<file path="src/rtl/shift_mac_pe.sv">
// Shift-based MAC cell: power-of-two weight times activation, saturating/wrapping accumulate, drain chain.
// Latency: 1 cycle for pass-through, accumulate and drain hop.
// Backpressure: none; accepts a fire every cycle, with no stall.
module shift_mac_pe #(
    parameter int DATA_W   = 8,
    parameter int SHIFT_W  = 3,
    parameter int ACC_W    = 20,
    parameter bit SATURATE = 1'b1,
    localparam int CODE_W  = SHIFT_W + 2
) (
    input  logic              clk,
    input  logic              reset_n,
    input  logic [CODE_W-1:0] up_in,
    input  logic              up_valid_in,
    input  logic [DATA_W-1:0] left_in,
    input  logic              left_valid_in,
    input  logic              clear,
    input  logic              drain,
    input  logic [ACC_W-1:0]  psum_in,
    output logic [CODE_W-1:0] up_out,
    output logic              up_valid_out,
    output logic [DATA_W-1:0] left_out,
    output logic              left_valid_out,
    output logic [ACC_W-1:0]  mat_out,
    output logic              ovf
);
    localparam logic [ACC_W-1:0] ACC_MAX = {1'b0, {(ACC_W-1){1'b1}}};
    localparam logic [ACC_W-1:0] ACC_MIN = {1'b1, {(ACC_W-1){1'b0}}};

    logic               code_zero;
    logic               code_sign;
    logic [SHIFT_W-1:0] code_shift;
    logic               fire;
    logic [ACC_W-1:0]   act_ext;
    logic [ACC_W-1:0]   shifted;
    logic [ACC_W-1:0]   product;
    logic [ACC_W:0]     sum_wide;
    logic               sum_ovf;
    logic [ACC_W-1:0]   sum_res;
    logic [ACC_W-1:0]   acc_d;
    logic               ovf_d;

    assign code_zero  = up_in[SHIFT_W+1];
    assign code_sign  = up_in[SHIFT_W];
    assign code_shift = up_in[SHIFT_W-1:0];
    assign fire       = up_valid_in & left_valid_in & ~code_zero;

    // ACC_W >= DATA_W + 2^SHIFT_W keeps the shifted product exact, so no guard bits needed here
    assign act_ext = {{(ACC_W-DATA_W){left_in[DATA_W-1]}}, left_in};
    assign shifted = act_ext << code_shift;
    assign product = code_sign ? -shifted : shifted;

    // One extra bit exposes signed overflow as a mismatch of the top two sum bits
    assign sum_wide = {mat_out[ACC_W-1], mat_out} + {product[ACC_W-1], product};
    assign sum_ovf  = sum_wide[ACC_W] ^ sum_wide[ACC_W-1];

    always_comb begin
        sum_res = sum_wide[ACC_W-1:0];
        if (SATURATE && sum_ovf) begin
            sum_res = sum_wide[ACC_W] ? ACC_MIN : ACC_MAX;
        end
    end

    always_comb begin
        acc_d = mat_out;
        ovf_d = ovf;
        if (drain) begin
            acc_d = psum_in;
        end else if (clear) begin
            acc_d = fire ? product : '0;
            ovf_d = 1'b0;
        end else if (fire) begin
            acc_d = sum_res;
            ovf_d = ovf | sum_ovf;
        end
    end

    always_ff @(posedge clk or negedge reset_n) begin
        if (!reset_n) begin
            up_out         <= '0;
            up_valid_out   <= 1'b0;
            left_out       <= '0;
            left_valid_out <= 1'b0;
            mat_out        <= '0;
            ovf            <= 1'b0;
        end else begin
            up_out         <= up_in;
            up_valid_out   <= up_valid_in;
            left_out       <= left_in;
            left_valid_out <= left_valid_in;
            mat_out        <= acc_d;
            ovf            <= ovf_d;
        end
    end
endmodule

</file>
<file path="config.mk">
export PLATFORM = sky130hd
export DESIGN_NAME = shift_mac_pe
export DESIGN_NICKNAME = d
export VERILOG_FILES = /design/src/rtl/shift_mac_pe.sv
export SDC_FILE = /design/constraint.sdc
export NUM_CORES = 1
export LEC_CHECK = 0
export BUFFER_PORTS_ARGS = -buffer_cell sky130_fd_sc_hd__buf_4
export CAP_MARGIN = 40
export CORE_ASPECT_RATIO = 0.7
export CORE_MARGIN = 2
export CORE_UTILIZATION = 35
export CTS_CLUSTER_SIZE = 24
export DETAILED_ROUTE_END_ITERATION = 6
export GPL_ROUTABILITY_DRIVEN = 0
export GPL_TIMING_DRIVEN = 0
export MAX_ROUTING_LAYER = met4
export PLACE_DENSITY = 0.62
export SYNTH_ARGS = -nofsm -noshare
export SYNTH_HDL_FRONTEND = slang
export SYNTH_SLANG_ARGS = --single-unit
</file>
<file path="constraint.sdc">
create_clock -name clk -period 3.85 [get_ports clk]
set_input_delay 0.77 -clock clk [delete_from_list [all_inputs] [get_ports clk]]
set_output_delay 0.77 -clock clk [all_outputs]
set_load 0.005 [all_outputs]
</file>
==> results of run 1 <==
## worst min path at each step
stage | end | slack (ns) | depth (start not counted)
after floorplan | left_out[0] | 0.47 | 0
after global placement | ovf | 0.54 | 1
after detailed placement | ovf | 0.54 | 1
after CTS | mat_out[16] | 0.47 | 1
after global routing | mat_out[8] | 0.49 | 1
final | mat_out[16] | 0.45 | 1
## stage by stage
step           cell area [µm²]  utilization, %  setup TNS (ns)  std cells
3_5_place_dp              4280            44.0          -29.10        633
6_report                  5250            54.0          -12.57        664
5_1_grt                   5250            54.0          -14.55        664
3_3_place_gp              4270            43.9          -28.13        632
4_1_cts                   5010            51.5          -10.78        654
2_1_floorplan             3560               -          -11.16        431
## layout make-up
type / count / share of cell area, %
Buffer: 17 / 2.46
Timing Repair Buffer: 102 / 15.6
Clock buffer: 7 / 2.91
Clock inverter: 1 / 0.572
Tap cell: 128 / 3.05
Multi-Input combinational cell: 357 / 57.1
Inverter: 16 / 1.14
Sequential cell: 36 / 17.2
## per-layer routing
| metal | track usage (%) | up-vias | wire length (µm) |
|---|---|---|---|
| li1 | - | 1852 | - |
| met1 | 34.0 | 1940 | 6090 |
| met2 | 34.7 | 144 | 5690 |
| met3 | 4.62 | 13 | 794 |
| met4 | 6.10 | 0 | 145 |
| met5 | - | - | 0 |
## Yosys cell counts (6+ instances only)
| cell type | n | area [µm²] |
|---|---|---|
| o22ai_1 | 23 | 144 |
| clkbuf_1 | 14 | 52.6 |
| nor2_1 | 18 | 67.6 |
| mux2_2 | 7 | 78.8 |
| a21o_1 | 9 | 67.6 |
| ha_1 | 25 | 313 |
| or3_1 | 6 | 37.5 |
| a21oi_1 | 48 | 240 |
| o21ai_0 | 26 | 130 |
| inv_1 | 15 | 56.3 |
| nand3_1 | 9 | 45.0 |
| a31oi_1 | 7 | 43.8 |
| dfrtp_1 | 36 | 901 |
| nor3_1 | 17 | 85.1 |
| a22oi_1 | 12 | 90.1 |
| xnor2_1 | 17 | 149 |
| nor2b_1 | 8 | 50.1 |
| xor2_1 | 6 | 52.6 |
| mux2i_1 | 6 | 60.1 |
| nand2_1 | 30 | 113 |
| nand2b_1 | 7 | 43.8 |
| buf_2 | 6 | 30.0 |
## power groups by stage
| stage | combinational (µW) | sequential, µW | clock, µW |
|---|---|---|---|
| global placement | 1030 | 500 | 0 |
| global route | 1480 | 514 | 541 |
| finish | 1370 | 507 | 516 |
| floorplan | 728 | 494 | 0 |
| detailed placement | 1050 | 502 | 0 |
| CTS | 1250 | 500 | 528 |
## critical path: cells and delay by family
kind / cells / cell delay, ns
compound gates: 7 / 1.25
fa+ha+maj: 1 / 0.28
buf+inv: 2 / 0.31
simple gates: 8 / 2.15
## cells by family after synthesis
kind of cell	after synthesis	share of synthesized area, %
DFF	36	25.7
muxes	14	4.61
and+or+nand+nor	123	18.1
xor gates and xnor gates	23	5.75
AOI/OAI and AO/OA	171	31.8
buffers and inverters	38	4.50
adders and majority gates	26	9.50
## placed cells by master, fill, tap and decap left out, types with 6 or more instances in the layout
cell,instances
nor2b_1,6
clkbuf_1,8
a31oi_1,6
nand2_1,28
ha_4,6
o22ai_1,20
nor3_1,14
buf_6,7
inv_1,15
o21ai_0,17
nor2_1,15
dfrtp_1,36
buf_4,99
a21oi_1,41
nand3_1,7
ha_1,17
xor2_1,6
a22oi_1,8
a21o_1,9
xnor2_1,14
mux2_2,7
## what timing repair did
item	4_1_cts	5_1_grt
buffers inserted	15	13
gates resized for setup	87	34
cloned	2	0
endpoints found under the setup margin	21	21
hold buffers	0	0
pin swaps	34	31
## sequential cells by signal, indices dropped and copies added, names as in the netlist
| register | flops |
|---|---|
| left_valid_out | 1 |
| up_valid_out | 1 |
| mat_out | 20 |
| up_out | 5 |
| left_out | 8 |
| ovf | 1 |
==> results.md, run 1 <==
* Outcome: finished with violations
* Failing checks: negative setup slack
* CTS H-tree depth at 2
* Final Hold Fails at 0
* Total CTS buffers at 5
* DRT Pass-1 Iters at 4
* Antenna cells at 0
* Global-route wire length before repair at 19.5 mm
* Capture point of the worst path: mat_out[2]
* Measured slew at the worst slew-check pin at 1.08 ns
* Total power at 2390 µW
* Worst-path cell chain: buf_12, and2_4, or4_4, a32oi_2, and3_4, and3_4, nor4_4, or3_4, ha_4, a21o_1, a31o_4, a311oi_4, or3_4, and2_4, a211oi_4, buf_6, a21bo_4, a21oi_2
* Synth Instances at 431
* Number of global-route vias before repair at 3769
* Largest net degree at the start of global routing at 37
* Pre-CTS setup slack at -1.55 ns
* Final ANT Viol Nets at 0
* Critical path type: input pin to flop
* Lkg Pwr at 0.00220 µW
* GRT Residual Overflow at 0
* Synthesized area at 3500 µm²
* Tmin final at 4.54 ns
* Required time of the critical path at 4.07 ns
* Clock latency on the worst-skew pair at 0.29 ns
* Layout area overhead at 49.8%
* Asr flop ratio synth at 100%
* DIE WIDTH at 124 µm
* Max Clock Skew at 0.0108 ns
* R2R depth at 10
* Ports at 75
* Net count, final at 600
* F_max at 220 MHz
* Post-DR wirelength/cell at 19.2 µm
* Wirelength, routed at 12.7 mm
* Register area at 901 µm²
* Reg power frac at 21.2%
* Multi-input logic area at 3000 µm²
* Yosys cell types at 58
* Switching power at 961 µW
* Combinational share of power at 57.3%
* Worst VDD drop at 0.227 mV
* Initial DRC Count at 299
* Startpoint types: input pin
* CP endpoint kind: flop
* MaxCap Viol Count at 0
* Hpwl dp at 8.88 mm
* Relative slew slack at 27.2%
* IO buf count at 73
* R2R Path End: mat_out[17]
* Pint at 1430 µW
* Final setup margin at -0.688 ns
* DRC violations left at 0
* Final Cycle Share at 118%
* Crit path from: up_in[0]
* Main synth FF type: dfrtp_1
* Final setup violation count at 21
* RSZ-0062 raised after global routing: true
* CP peak stage delay at 0.48 ns
* Hold slack at 0.451 ns
* Sequential-to-total area share from yosys stat at 25.7%
* Reg-to-reg setup timing slack at 0.68 ns
* Vias per Instance at 5.95
* CTS tree: yes
* Number of synthesized flops with an enable pin at 0
* Initial antenna violation count at 0
* Total GRT Usage at 23.9%
* Synth warn at 0
* Die height at 87.7 µm
* DR vias at 3949
* Worst hold path type: input pin to asynchronous set/reset pin
* Die Area at 10800 µm²
* Slew Viols, Final at 0
* Worst EP arrival at 4.76 ns
* Clock Path Buffers at 2
* Synthesized Nets at 496
* Highest net fanout along the worst path at 7
* Root buffer cell: clkbuf_16
* Switching Share at 40.1%
* Reg clk slew, reported paths at 0.06 ns
* Pwr/cell area at 456 nW/µm²
* Slowest library cell on the worst path: or4_4
* Synthesized area per cell at 8.13 µm²
* Fillers at 883
* Core area at 9720 µm²
* Starting Density at 36.0%
* Clock sink total at 36
* Share of layout cells above drive strength 1 at 39.0%
* Number of register bits inferred by synthesis at 36
* Clk pwr share at 21.5%
* Reg2reg start: mat_out[3]
* Rows at 30
Power figures use the tool's default switching activity.
==> inputs of run 2 (changes only) <==
--- a/config.mk
+++ b/config.mk
@@ -5,8 +5,11 @@
 export SDC_FILE = /design/constraint.sdc
 export NUM_CORES = 1
 export LEC_CHECK = 0
+export ABC_CLOCK_PERIOD_IN_PS = 3850
 export BUFFER_PORTS_ARGS = -buffer_cell sky130_fd_sc_hd__buf_4
 export CAP_MARGIN = 40
+export CELL_PAD_IN_SITES_DETAIL_PLACEMENT = 0
+export CELL_PAD_IN_SITES_GLOBAL_PLACEMENT = 1
 export CORE_ASPECT_RATIO = 0.7
 export CORE_MARGIN = 2
 export CORE_UTILIZATION = 35
@@ -15,7 +18,7 @@
 export GPL_ROUTABILITY_DRIVEN = 0
 export GPL_TIMING_DRIVEN = 0
 export MAX_ROUTING_LAYER = met4
-export PLACE_DENSITY = 0.62
+export PLACE_DENSITY = 0.78
 export SYNTH_ARGS = -nofsm -noshare
 export SYNTH_HDL_FRONTEND = slang
 export SYNTH_SLANG_ARGS = --single-unit
==> results.md, run 2 (synthesis results as in run 1) <==
* Final setup violation count at 21 (unchanged)
* Lkg Pwr at 0.00229 µW (+3.7%)
* Reg with most FFs: mat_out
* Max Clock Skew at 0.00630 ns (-0.00445 ns)
* Clock latency on the worst-skew pair at 0.29 ns (about the same)
* Reg2reg start: mat_out[0]
* Initial DRC Count at 430 (+44%)
* Wirelength, routed at 13.2 mm (+3.6%)
* Antenna cells at 0 (unchanged)
* Starting Density at 36.0% (unchanged)
* GRT Residual Overflow at 0 (unchanged)
* Critical path type: input pin to flop
* Fillers at 888 (+0.57%)
* DRT met1 WL at 6.26 mm (+2.9%)
* Root buffer cell: clkbuf_16
* R2R Path End: mat_out[6]
* Outcome: finished with violations
* Post-DR wirelength/cell at 19.3 µm (+0.56%)
* Post-Place Cells at 633 (unchanged)
* IO buf count at 73 (unchanged)
* R2R depth at 13 (+3)
* RSZ-0062 raised after global routing: true
* Layout area overhead at 53.9%
* Share of layout cells above drive strength 1 at 41.0% (+2.0 points)
* Max Used Layer: met4
* DRC violations left at 0 (unchanged)
* Largest net degree at the start of global routing at 37 (unchanged)
* Regs by FF count: mat_out x20, left_out x8, up_out x5
* Pwr/cell area at 438 nW/µm² (-4.1%)
* Number of global-route vias before repair at 3738 (-0.82%)
* DR vias at 4045 (+2.4%)
* Startpoint types: input pin
* DRT Pass-1 Iters at 5 (+1)
* Clock Path Buffers at 2 (unchanged)
* Routed wl met2 at 5.66 mm (-0.58%)
* Multi-input logic area at 2960 µm² (-1.1%)
* Measured slew at the worst slew-check pin at 0.750 ns (-0.334 ns)
* Pre-CTS setup slack at -1.56 ns (-0.0104 ns)
* Reg clk slew, reported paths at 0.06 ns (about the same)
* Final Cycle Share at 120% (+1.8 points)
* Failing checks: negative setup slack
* Setup TNS at -14.14 ns (-1.58 ns)
* CTS tree: yes
* Fin cells at 684 (+3.0%)
* Die height at 87.7 µm (unchanged)
* Commonest non-fill, non-tap cell in the layout: buf_4
* Most frequent cells in the layout: buf_4 (112), a21oi_1 (40), dfrtp_1 (36), nand2_1 (28), o22ai_1 (21)
* Worst hold path type: input pin to asynchronous set/reset pin
* Total GRT Usage at 24.8% (+0.87 points)
* Total CTS buffers at 5 (unchanged)
* Highest net fanout along the worst path at 5 (-2)
* CP endpoint kind: flop
* Net count, final at 620 (+3.3%)
* Slew Viols, Final at 0 (unchanged)
* Final Hold Fails at 0 (unchanged)
* Final setup margin at -0.758 ns (-0.0706 ns)
* Final ANT Viol Nets at 0 (unchanged)
* Ports at 75 (unchanged)
* Routed wl met3 at 1.10 mm (+39%)
* Relative slew slack at 49.6% (+22 points)
* CTS H-tree depth at 2 (unchanged)
* Tmin final at 4.61 ns (+0.0706 ns)
* Clock sink total at 36 (unchanged)
* MaxCap Viol Count at 0 (unchanged)
* Initial antenna violation count at 0 (unchanged)
* Reg-to-reg setup timing slack at 0.55 ns (-0.13 ns)
* Core area at 9720 µm² (unchanged)
* Vias per Instance at 5.91 (-0.56%)
* Final core utilization at 55.5% (+1.5 points)
* DIE WIDTH at 124 µm (unchanged)
* Max reg flops at 20 (unchanged)
* F_max at 217 MHz (-1.5%)
* Register area at 901 µm² (unchanged)
* Die Area at 10800 µm² (unchanged)
* Global-route wire length before repair at 20.2 mm (+3.7%)
* Rows at 30 (unchanged)
* Worst EP arrival at 4.77 ns (about the same)
* Hpwl dp at 9.03 mm (+1.7%)
* Worst VDD drop at 0.283 mV (+24%)
* Required time of the critical path at 4.01 ns (-0.06 ns)
-- run 2: layer usage --
| layer | vias up | GRT usage (%) |
|---|---|---|
| met5 | - | - |
| met4 | 0 | 3.51 |
| met3 | 19 | 5.40 |
| met2 | 206 | 35.2 |
| li1 | 1886 | - |
| met1 | 1934 | 36.5 |
-- run 2: through the flow --
step                total power, µW  hold slack (ns)  cell area, µm²
finish                         2360            0.461            5390
CTS                            2170            0.491            4970
detailed placement             1550            0.535            4280
global route                   2500            0.494            5390
global placement               1540            0.556            4270
floorplan                      1220            0.474            3560
-- run 2: power by group --
group	internal, µW	switching, µW
combinational	695	728
sequential	438	64.2
clock	258	175
-- run 2: cell type report --
| type | instances | area share [%] |
|---|---|---|
| Clock buffer | 7 | 2.65 |
| Clock inverter | 1 | 0.139 |
| Multi-Input combinational cell | 357 | 55.0 |
| Buffer | 17 | 2.51 |
| Tap cell | 128 | 2.97 |
| Timing Repair Buffer | 122 | 19.0 |
| Inverter | 16 | 1.11 |
| Sequential cell | 36 | 16.7 |
-- run 2: worst max path at each step --
stage | from | to | slack, ns | depth (start not counted)
CTS | up_in[0] | mat_out[5] | -0.68 | 20
global placement | up_in[2] | mat_out[9] | -1.58 | 21
detailed placement | up_in[2] | mat_out[9] | -1.56 | 21
finish | up_in[0] | mat_out[6] | -0.76 | 20
floorplan | up_in[0] | mat_out[7] | -0.61 | 18
global route | left_in[4] | mat_out[5] | -0.84 | 20
-- run 2: critical path, cell delays in order --
cell and delay, ns:
buf_12 0.11, mux2_2 0.30, nor3_2 0.07, o32a_1 0.34, and3_4 0.22, a31oi_2 0.27
o22ai_1 0.17, or3_4 0.46, ha_4 0.22, a21o_1 0.18, a31o_4 0.27, a311oi_4 0.34
or3_4 0.20, and2_4 0.15, a211oi_4 0.06, buf_6 0.14, buf_12 0.12, buf_12 0.12
a22oi_2 0.18, a21oi_1 0.09
-- run 2: repair_timing --
item / in CTS / in global routing
endpoints found under the setup margin: 21 / 21
buffers inserted: 26 / 20
hold buffers: 0 / 0
gates cloned: 2 / 0
pin swaps: 38 / 36
gates resized for setup: 66 / 61
==> inputs of run 3 (changes only) <==
--- a/config.mk
+++ b/config.mk
@@ -11,7 +11,7 @@
 export CELL_PAD_IN_SITES_DETAIL_PLACEMENT = 0
 export CELL_PAD_IN_SITES_GLOBAL_PLACEMENT = 1
 export CORE_ASPECT_RATIO = 0.7
-export CORE_MARGIN = 2
+export CORE_MARGIN = 10
 export CORE_UTILIZATION = 35
 export CTS_CLUSTER_SIZE = 24
 export DETAILED_ROUTE_END_ITERATION = 6
==> results.md, run 3 (synthesis results as in run 1) <==
* Worst hold path type: input pin to asynchronous set/reset pin
* Post-Place Cells at 633 (unchanged)
* Reg power frac at 20.9% (-0.4 points)
* Final ANT Viol Nets at 0 (unchanged)
* Register area at 901 µm² (unchanged)
* Core area at 9720 µm² (unchanged)
* Combinational share of power at 61.2% (+0.8 points)
* Dpl cell area at 4280 µm² (unchanged)
* Hpwl dp at 9.83 mm (+8.8%)
* R2R depth at 13 (unchanged)
* Total CTS buffers at 5 (unchanged)
* Largest net degree at the start of global routing at 37 (unchanged)
* Reg2reg start: mat_out[0]
* Pwr/cell area at 444 nW/µm² (+1.5%)
* Starting Density at 36.0% (unchanged)
* DRC violations left at 0 (unchanged)
* Max Clock Skew at 0.00733 ns (+0.00103 ns)
* Outcome: finished with violations
* Die Area at 14500 µm² (+34%)
* Failing checks: negative setup slack
* Measured slew at the worst slew-check pin at 0.677 ns (-0.0728 ns)
* MaxCap Viol Count at 0 (unchanged)
* Vias per Instance at 5.95 (+0.56%)
* Final Cycle Share at 118% (-2.1 points)
* Hold buffers post-CTS at 0 (unchanged)
* Final setup margin at -0.677 ns (+0.0813 ns)
* Root buffer cell: clkbuf_16
* Final setup violation count at 21 (unchanged)
* Highest net fanout along the worst path at 7 (+2)
* Antenna cells at 0 (unchanged)
* Clk pwr share at 17.9% (-0.5 points)
* CTS H-tree depth at 2 (unchanged)
* Clock latency on the worst-skew pair at 0.29 ns (about the same)
* IO buf count at 73 (unchanged)
* Initial antenna violation count at 0 (unchanged)
* Clock sink total at 36 (unchanged)
* Hold slack at 0.456 ns (-0.00458 ns)
* Ports at 75 (unchanged)
* Startpoint types: input pin
* RSZ-0062 raised after global routing: true
* Share of layout cells above drive strength 1 at 42.6% (+1.6 points)
* Post-DR wirelength/cell at 20.5 µm (+6.3%)
* Tmin final at 4.53 ns (-0.0813 ns)
* Global-route wire length before repair at 21.8 mm (+7.7%)
* DIE WIDTH at 140 µm (+13%)
* Die height at 104 µm (+18%)
* Final Hold Fails at 0 (unchanged)
* F_max at 221 MHz (+1.8%)
* Layout area overhead at 54.8%
* Switching power at 987 µW (+2.0%)
* Wirelength, routed at 13.9 mm (+5.7%)
* Slew Viols, Final at 0 (unchanged)
* CTS tree: yes
* Pint at 1420 µW (+2.0%)
* Worst VDD drop at 0.224 mV (-21%)
* Worst EP arrival at 4.70 ns (-0.07 ns)
* Regs by FF count: mat_out x20, left_out x8, up_out x5
* Pre-CTS setup slack at -1.61 ns (-0.0460 ns)
* Rows at 30 (unchanged)
* Reg-to-reg setup timing slack at 0.69 ns (+0.14 ns)
* Clock Path Buffers at 2 (unchanged)
* Fin cells at 680 (-0.58%)
* Required time of the critical path at 4.02 ns (about the same)
* Reg with most FFs: mat_out
* Most frequent cells in the layout: buf_4 (107), a21oi_1 (40), dfrtp_1 (36), nand2_1 (27), o22ai_1 (20)
* Total GRT Usage at 18.5% (-6.4 points)
* Max reg flops at 20 (unchanged)
* Number of global-route vias before repair at 4072 (+8.9%)
* Relative slew slack at 54.5% (+4.9 points)
* Critical path type: input pin to flop
* GRT Residual Overflow at 0 (unchanged)
* Initial DRC Count at 358 (-17%)
* Fillers at 862 (-2.9%)
* Reg clk slew, reported paths at 0.06 ns (about the same)
* Lkg Pwr at 0.00228 µW (about the same)
* Commonest non-fill, non-tap cell in the layout: buf_4
* Switching Share at 41.0% (about the same)
* Multi-input logic area at 3010 µm² (+1.6%)
* R2R Path End: mat_out[12]
* DRT Pass-1 Iters at 4 (-1)
* CP endpoint kind: flop
* Fin area at 5420 µm² (+0.53%)
* DR vias at 4044 (-0.025%)
* Net count, final at 616 (-0.65%)
-- run 3: changes by cell type in the layout (fill, tap and decap cells not counted), sizes merged --
cell | before | now
clkbuf | 15 | 16
bufbuf | 0 | 1
buf | 131 | 125
-- run 3: routing by layer --
layer  GRT usage, %  vias to the layer above  wire [µm]
met5              -                        -          0
met4           3.46                        0        104
met3           3.38                       11       1000
met2           26.1                      160       6160
met1           26.6                     1992       6660
li1               -                     1881          -
-- run 3: stage by stage --
stage	utilization [%]	TNS, ns	total power, µW
2_1_floorplan	-	-11.16	1220
3_3_place_gp	43.9	-30.91	1550
3_5_place_dp	44.0	-31.22	1570
4_1_cts	53.4	-12.17	2280
5_1_grt	55.8	-14.87	2560
6_report	55.8	-12.33	2410
-- run 3: power groups by stage --
stage | logic, µW | registers (µW) | clock network (µW)
6_report | 1470 | 504 | 430
5_1_grt | 1600 | 511 | 450
4_1_cts | 1350 | 499 | 436
2_1_floorplan | 728 | 494 | 0
3_5_place_dp | 1060 | 503 | 0
3_3_place_gp | 1050 | 499 | 0
-- run 3: layout make-up --
| cell class | instances | area share (%) |
|---|---|---|
| clock inverter | 1 | 0.139 |
| inverter | 16 | 1.11 |
| timing repair buffer | 118 | 18.3 |
| buffer | 17 | 2.72 |
| multi-input combinational | 357 | 55.6 |
| tap | 128 | 2.95 |
| clock buffer | 7 | 2.63 |
| sequential | 36 | 16.6 |
-- run 3: how the worst max path moves through the flow --
stage	slack, ns	startpoint	to	cells after the start
final	-0.68	up_in[0]	mat_out[12]	20
after global routing	-0.81	up_in[0]	mat_out[12]	22
after CTS	-0.66	up_in[0]	mat_out[7]	20
after detailed placement	-1.61	up_in[2]	mat_out[9]	21
after global placement	-1.61	up_in[2]	mat_out[8]	21
after floorplan	-0.61	up_in[0]	mat_out[7]	18
-- run 3: critical path, cell delays in order --
cell and delay, ns:
buf_12 0.11, and2_4 0.15, or4_4 0.51, a32oi_2 0.22, and3_4 0.23, and3_4 0.20
nor4_4 0.04, or3_4 0.42, ha_4 0.25, a21o_1 0.17, a31o_4 0.25, a311oi_4 0.34
or3_4 0.20, and2_4 0.15, a211oi_4 0.06, buf_12 0.16, buf_12 0.12, buf_12 0.13
a22oi_2 0.12, a21oi_1 0.09
-- run 3: timing repair --
item,4_1_cts,5_1_grt
gates resized for setup,93,42
gates cloned,2,0
buffers inserted,35,10
hold endpoints to repair,0,0
pin swaps,49,42
setup endpoints to repair,21,21
